==> config.mk <==
export PLATFORM = sky130hd
export DESIGN_NAME = tdc_multi_channel_capture
export DESIGN_NICKNAME = d
export VERILOG_FILES = /design/src/rtl/tdc_pkg.sv /design/src/rtl/tdc_result_fifo.sv /design/src/rtl/tdc_multi_channel_capture.sv
export SDC_FILE = /design/constraint.sdc
export NUM_CORES = 1
export LEC_CHECK = 0
export ABC_AREA = 1
export CAP_MARGIN = 0
export CORE_UTILIZATION = 45
export CTS_CLUSTER_SIZE = 14
export DETAILED_ROUTE_END_ITERATION = 12
export SETUP_SLACK_MARGIN = 0.15
export SLEW_MARGIN = 0
export SYNTH_ARGS = -nofsm -noshare
export SYNTH_HDL_FRONTEND = slang
export SYNTH_HIERARCHICAL = 1
export SYNTH_SLANG_ARGS = --single-unit
==> constraint.sdc <==
create_clock -name clk -period 3.7 [get_ports clk]
set_clock_uncertainty 0.15 [all_clocks]
set_input_delay 1.11 -clock clk [delete_from_list [all_inputs] [get_ports clk]]
set_output_delay 1.11 -clock clk [all_outputs]
set_load 0.05 [all_outputs]
==> src/rtl/tdc_pkg.sv <==
// Shared definitions for the multi-channel TDC capture block.
//   tdc_state_t : measurement sequencer states
//   ch_width    : channel-index width (at least 1 bit, even for a single channel)
//   rec_width   : packed result record width {channel, coarse, fine, timeout}
package tdc_pkg;

  typedef enum logic [1:0] {
    ST_IDLE      = 2'd0,
    ST_ARMED     = 2'd1,
    ST_MEASURING = 2'd2,
    ST_FLUSH     = 2'd3
  } tdc_state_t;

  function automatic int unsigned ch_width(input int unsigned num_ch);
    return (num_ch > 1) ? $clog2(num_ch) : 1;
  endfunction

  function automatic int unsigned rec_width(input int unsigned num_ch,
                                            input int unsigned coarse_w,
                                            input int unsigned fine_w);
    return ch_width(num_ch) + coarse_w + fine_w + 1;
  endfunction

endpackage

==> src/rtl/tdc_result_fifo.sv <==
// Synchronous first-word-fall-through FIFO for TDC result records.
//   clk, rst          : clock, synchronous active-high reset
//   wr_en, wr_data    : push request and record
//   rd_en             : pop the head record (ignored when empty)
//   rd_data           : head record, forced to zero while empty
//   full, empty       : occupancy flags
// A push into a full FIFO is accepted when a pop happens in the same cycle.
module tdc_result_fifo #(
  parameter int unsigned WIDTH = 8,
  parameter int unsigned DEPTH = 16
) (
  input  logic             clk,
  input  logic             rst,
  input  logic             wr_en,
  input  logic [WIDTH-1:0] wr_data,
  input  logic             rd_en,
  output logic [WIDTH-1:0] rd_data,
  output logic             full,
  output logic             empty
);

  localparam int unsigned AW = $clog2(DEPTH);

  logic [WIDTH-1:0] mem [DEPTH];
  logic [AW-1:0]    wr_ptr;
  logic [AW-1:0]    rd_ptr;
  logic [AW:0]      count;
  logic             do_wr;
  logic             do_rd;

  assign empty   = (count == '0);
  assign full    = (count == (AW+1)'(DEPTH));
  assign do_rd   = rd_en && !empty;
  assign do_wr   = wr_en && (!full || do_rd);
  assign rd_data = empty ? '0 : mem[rd_ptr];

  always_ff @(posedge clk) begin
    if (rst) begin
      wr_ptr <= '0;
      rd_ptr <= '0;
      count  <= '0;
    end else begin
      if (do_wr) wr_ptr <= wr_ptr + 1'b1;
      if (do_rd) rd_ptr <= rd_ptr + 1'b1;
      case ({do_wr, do_rd})
        2'b10:   count <= count + 1'b1;
        2'b01:   count <= count - 1'b1;
        default: count <= count;
      endcase
    end
  end

  always_ff @(posedge clk) begin
    if (do_wr) mem[wr_ptr] <= wr_data;
  end

endmodule

==> src/rtl/tdc_multi_channel_capture.sv <==
// Multi-channel time-to-digital converter capture and result streaming.
//   clk, rst            : clock, synchronous active-high reset
//   tdc_enable          : level enable; low returns to IDLE and drops pending records
//   tdc_arm             : pulse; arms a measurement from IDLE
//   continuous_mode     : re-arm automatically after each measurement
//   tdc_start           : shared start (rising edge begins measuring)
//   tdc_stop            : per-channel stop (rising edge captures the channel)
//   fine_code           : per-channel delay-line tap codes, valid with the stop edge
//   out_valid/out_ready : result stream handshake
//   out_channel, out_coarse, out_fine, out_timeout : result record
//   tdc_busy            : measurement in progress (ARMED, MEASURING, FLUSH)
//   overflow_error      : sticky, a record was dropped on a full FIFO
//   measurement_count   : completed measurements
module tdc_multi_channel_capture
  import tdc_pkg::*;
#(
  parameter int unsigned NUM_CH         = 4,
  parameter int unsigned COARSE_W       = 16,
  parameter int unsigned FINE_W         = 8,
  parameter int unsigned FIFO_DEPTH     = 16,
  parameter int unsigned TIMEOUT_CYCLES = 65535
) (
  input  logic                         clk,
  input  logic                         rst,
  input  logic                         tdc_enable,
  input  logic                         tdc_arm,
  input  logic                         continuous_mode,
  input  logic                         tdc_start,
  input  logic [NUM_CH-1:0]            tdc_stop,
  input  logic [NUM_CH*FINE_W-1:0]     fine_code,
  output logic                         out_valid,
  input  logic                         out_ready,
  output logic [ch_width(NUM_CH)-1:0]  out_channel,
  output logic [COARSE_W-1:0]          out_coarse,
  output logic [FINE_W-1:0]            out_fine,
  output logic                         out_timeout,
  output logic                         tdc_busy,
  output logic                         overflow_error,
  output logic [31:0]                  measurement_count
);

  localparam int unsigned         CH_W        = ch_width(NUM_CH);
  localparam int unsigned         REC_W       = rec_width(NUM_CH, COARSE_W, FINE_W);
  localparam logic [COARSE_W-1:0] TIMEOUT_VAL = COARSE_W'(TIMEOUT_CYCLES);

  tdc_state_t state;
  tdc_state_t state_next;

  logic                start_q;
  logic [NUM_CH-1:0]   stop_q;
  logic                start_rise;
  logic [NUM_CH-1:0]   stop_rise;

  logic [COARSE_W-1:0] coarse_cnt;
  logic                timeout_hit;
  logic                flush_done;

  logic [NUM_CH-1:0]   done;
  logic [NUM_CH-1:0]   pend_vld;
  logic [COARSE_W-1:0] pend_coarse [NUM_CH];
  logic [FINE_W-1:0]   pend_fine   [NUM_CH];
  logic [NUM_CH-1:0]   pend_to;
  logic [NUM_CH-1:0]   stop_cap;
  logic [NUM_CH-1:0]   to_cap;

  logic                arb_en;
  logic                grant_vld;
  logic [CH_W-1:0]     grant_idx;
  logic [NUM_CH-1:0]   grant_oh;
  logic [CH_W-1:0]     last_grant;
  logic                hi_hit;
  logic                lo_hit;
  logic [CH_W-1:0]     hi_idx;
  logic [CH_W-1:0]     lo_idx;

  logic [REC_W-1:0]    wr_data;
  logic [REC_W-1:0]    fifo_rd_data;
  logic                fifo_full;
  logic                fifo_empty;

  assign start_rise = tdc_start & ~start_q;
  assign stop_rise  = tdc_stop & ~stop_q;

  assign timeout_hit = (state == ST_MEASURING) && (coarse_cnt == TIMEOUT_VAL);
  // A stop edge landing on the timeout count keeps its real measurement.
  assign stop_cap    = (state == ST_MEASURING) ? (stop_rise & ~done) : '0;
  assign to_cap      = timeout_hit ? ~(done | stop_cap) : '0;

  assign arb_en = tdc_enable && ((state == ST_MEASURING) || (state == ST_FLUSH));

  always_comb begin
    state_next = state;
    flush_done = 1'b0;
    case (state)
      ST_IDLE:      if (tdc_arm) state_next = ST_ARMED;
      ST_ARMED:     if (start_rise) state_next = ST_MEASURING;
      ST_MEASURING: if (timeout_hit || (&(done | stop_cap))) state_next = ST_FLUSH;
      ST_FLUSH: begin
        if (pend_vld == '0) begin
          flush_done = 1'b1;
          state_next = continuous_mode ? ST_ARMED : ST_IDLE;
        end
      end
      default:      state_next = ST_IDLE;
    endcase
    if (!tdc_enable) begin
      state_next = ST_IDLE;
      flush_done = 1'b0;
    end
  end

  // Round-robin: lowest pending channel above the last grant wins,
  // otherwise wrap to the lowest pending channel at or below it.
  always_comb begin
    hi_hit   = 1'b0;
    lo_hit   = 1'b0;
    hi_idx   = '0;
    lo_idx   = '0;
    grant_oh = '0;
    for (int unsigned c = 0; c < NUM_CH; c++) begin
      if (arb_en && pend_vld[c]) begin
        if (c > 32'(last_grant)) begin
          if (!hi_hit) begin
            hi_hit = 1'b1;
            hi_idx = CH_W'(c);
          end
        end else if (!lo_hit) begin
          lo_hit = 1'b1;
          lo_idx = CH_W'(c);
        end
      end
    end
    grant_vld = hi_hit | lo_hit;
    grant_idx = hi_hit ? hi_idx : lo_idx;
    for (int unsigned c = 0; c < NUM_CH; c++) begin
      grant_oh[c] = grant_vld && (32'(grant_idx) == c);
    end
  end

  always_comb begin
    wr_data = '0;
    for (int unsigned c = 0; c < NUM_CH; c++) begin
      if (grant_oh[c]) wr_data = {CH_W'(c), pend_coarse[c], pend_fine[c], pend_to[c]};
    end
  end

  always_ff @(posedge clk) begin
    if (rst) begin
      state             <= ST_IDLE;
      start_q           <= 1'b0;
      stop_q            <= '0;
      coarse_cnt        <= '0;
      last_grant        <= CH_W'(NUM_CH - 1);
      overflow_error    <= 1'b0;
      measurement_count <= '0;
    end else begin
      state   <= state_next;
      start_q <= tdc_start;
      stop_q  <= tdc_stop;
      if (!tdc_enable) begin
        coarse_cnt <= '0;
      end else begin
        case (state)
          ST_ARMED:     coarse_cnt <= start_rise ? COARSE_W'(1) : '0;
          ST_MEASURING: if (!timeout_hit) coarse_cnt <= coarse_cnt + 1'b1;
          ST_FLUSH:     coarse_cnt <= coarse_cnt;
          default:      coarse_cnt <= '0;
        endcase
      end
      if (grant_vld) last_grant <= grant_idx;
      if (grant_vld && fifo_full && !out_ready) overflow_error <= 1'b1;
      if (flush_done) measurement_count <= measurement_count + 32'd1;
    end
  end

  always_ff @(posedge clk) begin
    if (rst) begin
      done     <= '0;
      pend_vld <= '0;
      pend_to  <= '0;
      for (int unsigned c = 0; c < NUM_CH; c++) begin
        pend_coarse[c] <= '0;
        pend_fine[c]   <= '0;
      end
    end else if (!tdc_enable || (state == ST_IDLE) || (state == ST_ARMED)) begin
      done     <= '0;
      pend_vld <= '0;
    end else begin
      done     <= done | stop_cap | to_cap;
      // Granted records leave pending whether the FIFO took them or not.
      pend_vld <= (pend_vld & ~grant_oh) | stop_cap | to_cap;
      for (int unsigned c = 0; c < NUM_CH; c++) begin
        if (stop_cap[c]) begin
          pend_coarse[c] <= coarse_cnt;
          pend_fine[c]   <= fine_code[c*FINE_W +: FINE_W];
          pend_to[c]     <= 1'b0;
        end else if (to_cap[c]) begin
          pend_coarse[c] <= TIMEOUT_VAL;
          pend_fine[c]   <= '0;
          pend_to[c]     <= 1'b1;
        end
      end
    end
  end

  tdc_result_fifo #(
    .WIDTH (REC_W),
    .DEPTH (FIFO_DEPTH)
  ) u_fifo (
    .clk     (clk),
    .rst     (rst),
    .wr_en   (grant_vld),
    .wr_data (wr_data),
    .rd_en   (out_ready),
    .rd_data (fifo_rd_data),
    .full    (fifo_full),
    .empty   (fifo_empty)
  );

  assign {out_channel, out_coarse, out_fine, out_timeout} = fifo_rd_data;
  assign out_valid = !fifo_empty;
  assign tdc_busy  = (state != ST_IDLE);

endmodule

[Word-level counts from Yosys, hierarchy flattened]
Memory sizes are Yosys's and may differ from the RTL's. A register that Yosys moved wholly into a read port is not among the register bits.
Cells that the tools add are included.
Operators by class
  reduce and logical (&&, ||, !) cells: 42
  magnitude comparators: 3
  mux-type cells: 117
  bitwise logic cells: 33
  equality and inequality tests: 15
  add/subtract/negate cells: 6
Operators by type and width (number)
  $mux 16: 9
  $mux 27: 4
  $mux 1: 71
  $mux 8: 8
  $pmux 16 s3: 1
  $mux 2: 17
  $add 32x1->32 const B: 1
  $mux 25: 1
  $or 1x1->1: 17
  $add 16x1->16 const B: 1
  $eq 16x16->1 const B: 1
  $mux 4: 4
  $not 4->4: 4
  $or 4x4->4: 4
  $logic_and 1x1->1: 14
  $and 4x4->4: 3
  $reduce_bool 2->1: 6
  $eq 2x2->1 const B: 5
  $pmux 5 s2: 1
  $reduce_and 2->1: 5
  $add 4x1->4 const B: 2
  $pmux 2 s4: 1
  $reduce_and 4->1: 2
  $eq 2x1->1 const B: 3
  15 further kinds: 31
Storage, ports and cells
  RAM bits: 528
  memories: 3
  word-level logic and storage cells: 235
  bits in registers: 83
  input port bits: 43
  output and inout bits: 62
Memory list
  u_fifo.mem: words 16, bits a word 27, rd ports 1, clocked after Yosys merged registers in 1, write ports 1, line tdc_result_fifo.sv:24  | logic [WIDTH-1:0] mem [DEPTH];
  pend_coarse: words 4, bits a word 16, rd ports 4, clocked after Yosys merged registers in 0, write ports 4, line tdc_multi_channel_capture.sv:60  | logic [COARSE_W-1:0] pend_coarse [NUM_CH];
  pend_fine: words 4, bits a word 8, rd ports 4, clocked after Yosys merged registers in 0, write ports 4, line tdc_multi_channel_capture.sv:61  | logic [FINE_W-1:0] pend_fine [NUM_CH];

[Longest topological paths before layout]
  depth after elaboration: 21
  depth in mapped cells: 21
  depth with buffers taken out: 19

[Hierarchy]
The synthesis kept the hierarchy.
By module, submodules not included
  tdc_result_fifo: area each 18163.7 sq um, cells an instance 1549, instances 1
  tdc_multi_channel_capture: area each 7973.9 sq um, cells an instance 915, instances 1

[Worst setup path after synthesis]
No wires, ideal clock.
  kind: input-to-reg
  start point: input tdc_enable
  end point: memory u_fifo/mem[11][0] in the netlist's numbering, enable pin
  required time: 3.139 ns
  stages: 10
  buffers on the path: 1
  data arrival time: 3.372 ns
  slack: -0.233 ns
  cells stage by stage: nand2_1 -> nand2_4 -> o211ai_1 -> o211ai_1 -> or2_2 -> buf_4 -> inv_1 -> nor2_1 -> nand2_1 -> nor2_1
Between the ends
  cells in the longest elaborated chain, start to end: 13
Ends and longest elaborated chain
  from (decl): line tdc_multi_channel_capture.sv:25  | input logic tdc_enable,
  $logic_and 1x1->1 *: line tdc_multi_channel_capture.sv:89  | assign arb_en = tdc_enable && ((state == ST_MEASURING) || (state == ST_FLUSH));
  $logic_and 1x1->1: line tdc_multi_channel_capture.sv:121  | if (arb_en && pend_vld[c]) begin
  $mux 1: line tdc_multi_channel_capture.sv:121
  $mux 1: line tdc_multi_channel_capture.sv:122  | if (c > 32'(last_grant)) begin
  $mux 1: line tdc_multi_channel_capture.sv:121
  $mux 1: line tdc_multi_channel_capture.sv:122
  $mux 1: line tdc_multi_channel_capture.sv:121
  $mux 1: line tdc_multi_channel_capture.sv:122
  $mux 1: line tdc_multi_channel_capture.sv:121
  $or 1x1->1 *: line tdc_multi_channel_capture.sv:133  | grant_vld = hi_hit | lo_hit;
  net grant_vld: line tdc_multi_channel_capture.sv:67  | logic grant_vld;
  $logic_and 1x1->1 *: line tdc_result_fifo.sv:34  | assign do_wr = wr_en && (!full || do_rd);
  $mux 1 *: line tdc_result_fifo.sv:54  | if (do_wr) mem[wr_ptr] <= wr_data;
  $mux 1 (not written as such) *: line tdc_result_fifo.sv:54
  to (decl): line tdc_result_fifo.sv:24
The timed path passes the listed nets; every way through them passes the cells marked *.

==> results.ini <==
[logic_synthesis]
synth_nets=2522
ys_seq_area_share_pct=67.3
synth_top_area_share_pct=60.7
synth_area_um2=26100
yosys-top-cells-area=edfxtp_1 61%, nand2_1 9.5%, nand3_1 8.4%
avgSynthCellArea_um2=10.6
synth_seq_cells=615
yosysMostFrequentCell=nand2_1
yosys-top-cells-count=663 x nand2_1, 528 x edfxtp_1, 439 x nand3_1
synth_edf_count=528
yosysTopAreaCell=edfxtp_1
ys.flop_type=edfxtp_1
synth-async-reset-ratio_pct=0
yosysWarnings=6
synth.lib_cells_used.distinct=42
postSynthCellCount=2464

[setup_path]
crit_family=buffers and inverters
end_kind=primary output
cp_max_fo=6
reg2reg_slack_ns=0.59
start_kind=flip-flop
worstPathArrival_ns=2.38
crit_path_max_incr_delay_ns=0.37
slowest_stage=dfxtp_4
worstPathCellList=buf_12 > buf_6 > buf_8 > buf_6 > buf_12 > nand2_2 > nand3_2 > nand3_2 > nand2_1 > nand2_1 > a21oi_2 > buf_6 > buf_8
path_common_cell=buf_6
critical_path_class=flip-flop to primary output
crit_buf_inv=7
crit_required_ns=2.44

[timing]
fmax_ghz=0.275
setup_ws_ns=0.0597
setup_viol=0
finalHoldViolCount=0
timing.final.max_slew_violations=0
max_slew_margin_pct=50.6
worst_pin_slew_ns=0.741
rsz0062_at_grt=yes
fin_crit_sh_pct=98.4
period_minus_slack_ns=3.64

[placement]
place_hpwl_mm=40.0
dp_slack_ns=-0.301
place.gp.congestion=0.817
port_buffers=104
place_area_um2=29000

[drt]
wire_per_inst_um=20.0
dr.pass1.iters=6
dr.first_iter.drc_count=1779
num_vias=18900
routed_via_density=5.47
ant_nets=0
drc=0
totalWireLength_mm=69.2

[clocking]
cts_buffer_depth=3
clk_pin_slew_ns=0.06
cts.sinks=615
cts_buffers=66
root_buffer=clkbuf_16
clk_latency_ns=0.59
cts_tree=yes
cts_hold_buf=0
htree_levels=3

[power]
seq_power_share_pct=40.0
swShare_pct=30.9
p_int_uw=13100
total_power_uw=19000
p_comb_share_pct=26.1
p_leak_uw=0.0118
powerDensity_nw_per_um2=588
clkPwrFrac_pct=33.9
ir_worst_vdd_v=0.000448
netSwitchingPower_uw=5850

[global_routing]
antenna_found_initial=0
track_usage_pct=23.3
gr-total-overflow=0
grt_pass1_wl_mm=106
grt_pass1_vias=18400
grt_max_degree=68

[die]
rows=87
die_w_um=243
core_region_area_um2=56900
dieArea_um2=59100
io_pins=105
start_util_pct=45.9
die_h_um=243

[cells_and_area]
fill_cells=4759
diodes=0
final_layout_size_suffix_gt1_share_pct=14.6
layout.nets=2712
area_growth_pct=23.4
final_area_um2=32300

[worst_hold_path]
min_path_type=flip-flop to flip-flop

[flow_run]
maxCapViolCount=0

[outcome]
outcome=complete, no violations

cells in the final DEF, fill, tap and decap left out, types with 68 or more instances in the layout:
| cell type | instances |
|---|---|
| nand4_1 | 71 |
| inv_1 | 119 |
| nand2_1 | 640 |
| nor2_1 | 136 |
| dfxtp_1 | 84 |
| nand3_1 | 421 |
| clkbuf_16 | 71 |
| clkdlybuf4s50_1 | 75 |
| o21ai_0 | 92 |
| buf_4 | 68 |
| edfxtp_1 | 528 |
worst reg2reg max path, delay by kind of cell, from the launching register on:
kind            cells  cell delay, ns
simple gates        7            0.92
fa+ha+maj           2            0.51
buf+inv             4            0.48
compound gates      3            0.41
flops               1            0.39
xor+xnor            1            0.14
logic make-up after synthesis:
family,synth area share (%)
simple gates,23.1
compound gates,3.72
xor+xnor,0.436
flops,67.3
fa+ha+maj,0.747
buf+inv,4.69
sequential cells by signal (all words and copies together), names as in the netlist, named ones only:
register / cells
last_grant: 2
u_fifo/mem: 432
pend_fine: 32
coarse_cnt: 16
u_fifo/count: 5
pend_coarse: 64
stop_q: 4
u_fifo/wr_ptr: 4
done: 4
u_fifo/rd_ptr: 4
overflow_error: 1
measurement_count: 32
pend_vld: 4
pend_to: 4
start_q: 1
state: 2
path summary, 6_finish.rpt:
check / start / endpoint / depth (start not counted)
setup / recovery: flip-flop / out_fine[1] / 13
hold / removal: pend_to[3] / pend_to[3] / 2
setup reg to reg: state[0] / u_fifo/count[3] / 17
hold reg to reg: pend_to[3] / pend_to[3] / 2
through the flow:
stage                     TNS (ns)  util [%]  hold slack, ns  instances
final                            0      56.7           0.323       3461
after global routing      -0.00246      56.7           0.348       3461
after CTS                        0      56.0           0.323       3454
after detailed placement     -8.49      51.0           0.314       3314
after global placement      -0.633      51.0           0.304       3314
after floorplan             -77.99         -           0.294       2464
what timing repair did:
action                                  4_1_cts  5_1_grt
pin swaps                                    27       29
resized for setup                            92       63
cloned                                        8        3
buffers inserted                             13        4
endpoints found under the setup margin       28       31
layout make-up:
| type | instances | area (um^2) | share of cell area, % |
|---|---|---|---|
| Sequential cell | 615 | 17600 | 54.6 |
| Multi-Input combinational cell | 1584 | 7740 | 24.0 |
| Timing Repair Buffer | 255 | 3330 | 10.3 |
| Clock buffer | 91 | 1840 | 5.70 |
| Tap cell | 756 | 946 | 2.93 |
| Inverter | 132 | 526 | 1.63 |
| Clock inverter | 28 | 268 | 0.830 |
power by group through the flow:
stage | Combinational [uW] | Sequential (uW) | Clock (uW)
finish | 4950 | 7580 | 6420
global route | 5350 | 7590 | 6790
CTS | 4640 | 7580 | 6540
detailed placement | 3780 | 7810 | 0
global placement | 3730 | 7810 | 0
floorplan | 2710 | 7700 | 0
layer usage:
layer / share of wire (%) / GRT usage [%] / vias up / wire length [um]
met5: 0 / 0 / - / 0
met1: 42 / 30.8 / 9214 / 29200
met3: 6.2 / 3.56 / 87 / 4300
met2: 50 / 39.9 / 637 / 34500
li1: - / - / 8985 / -
met4: 1.8 / 5.96 / 0 / 1220
(Power assumes the default switching activity.)
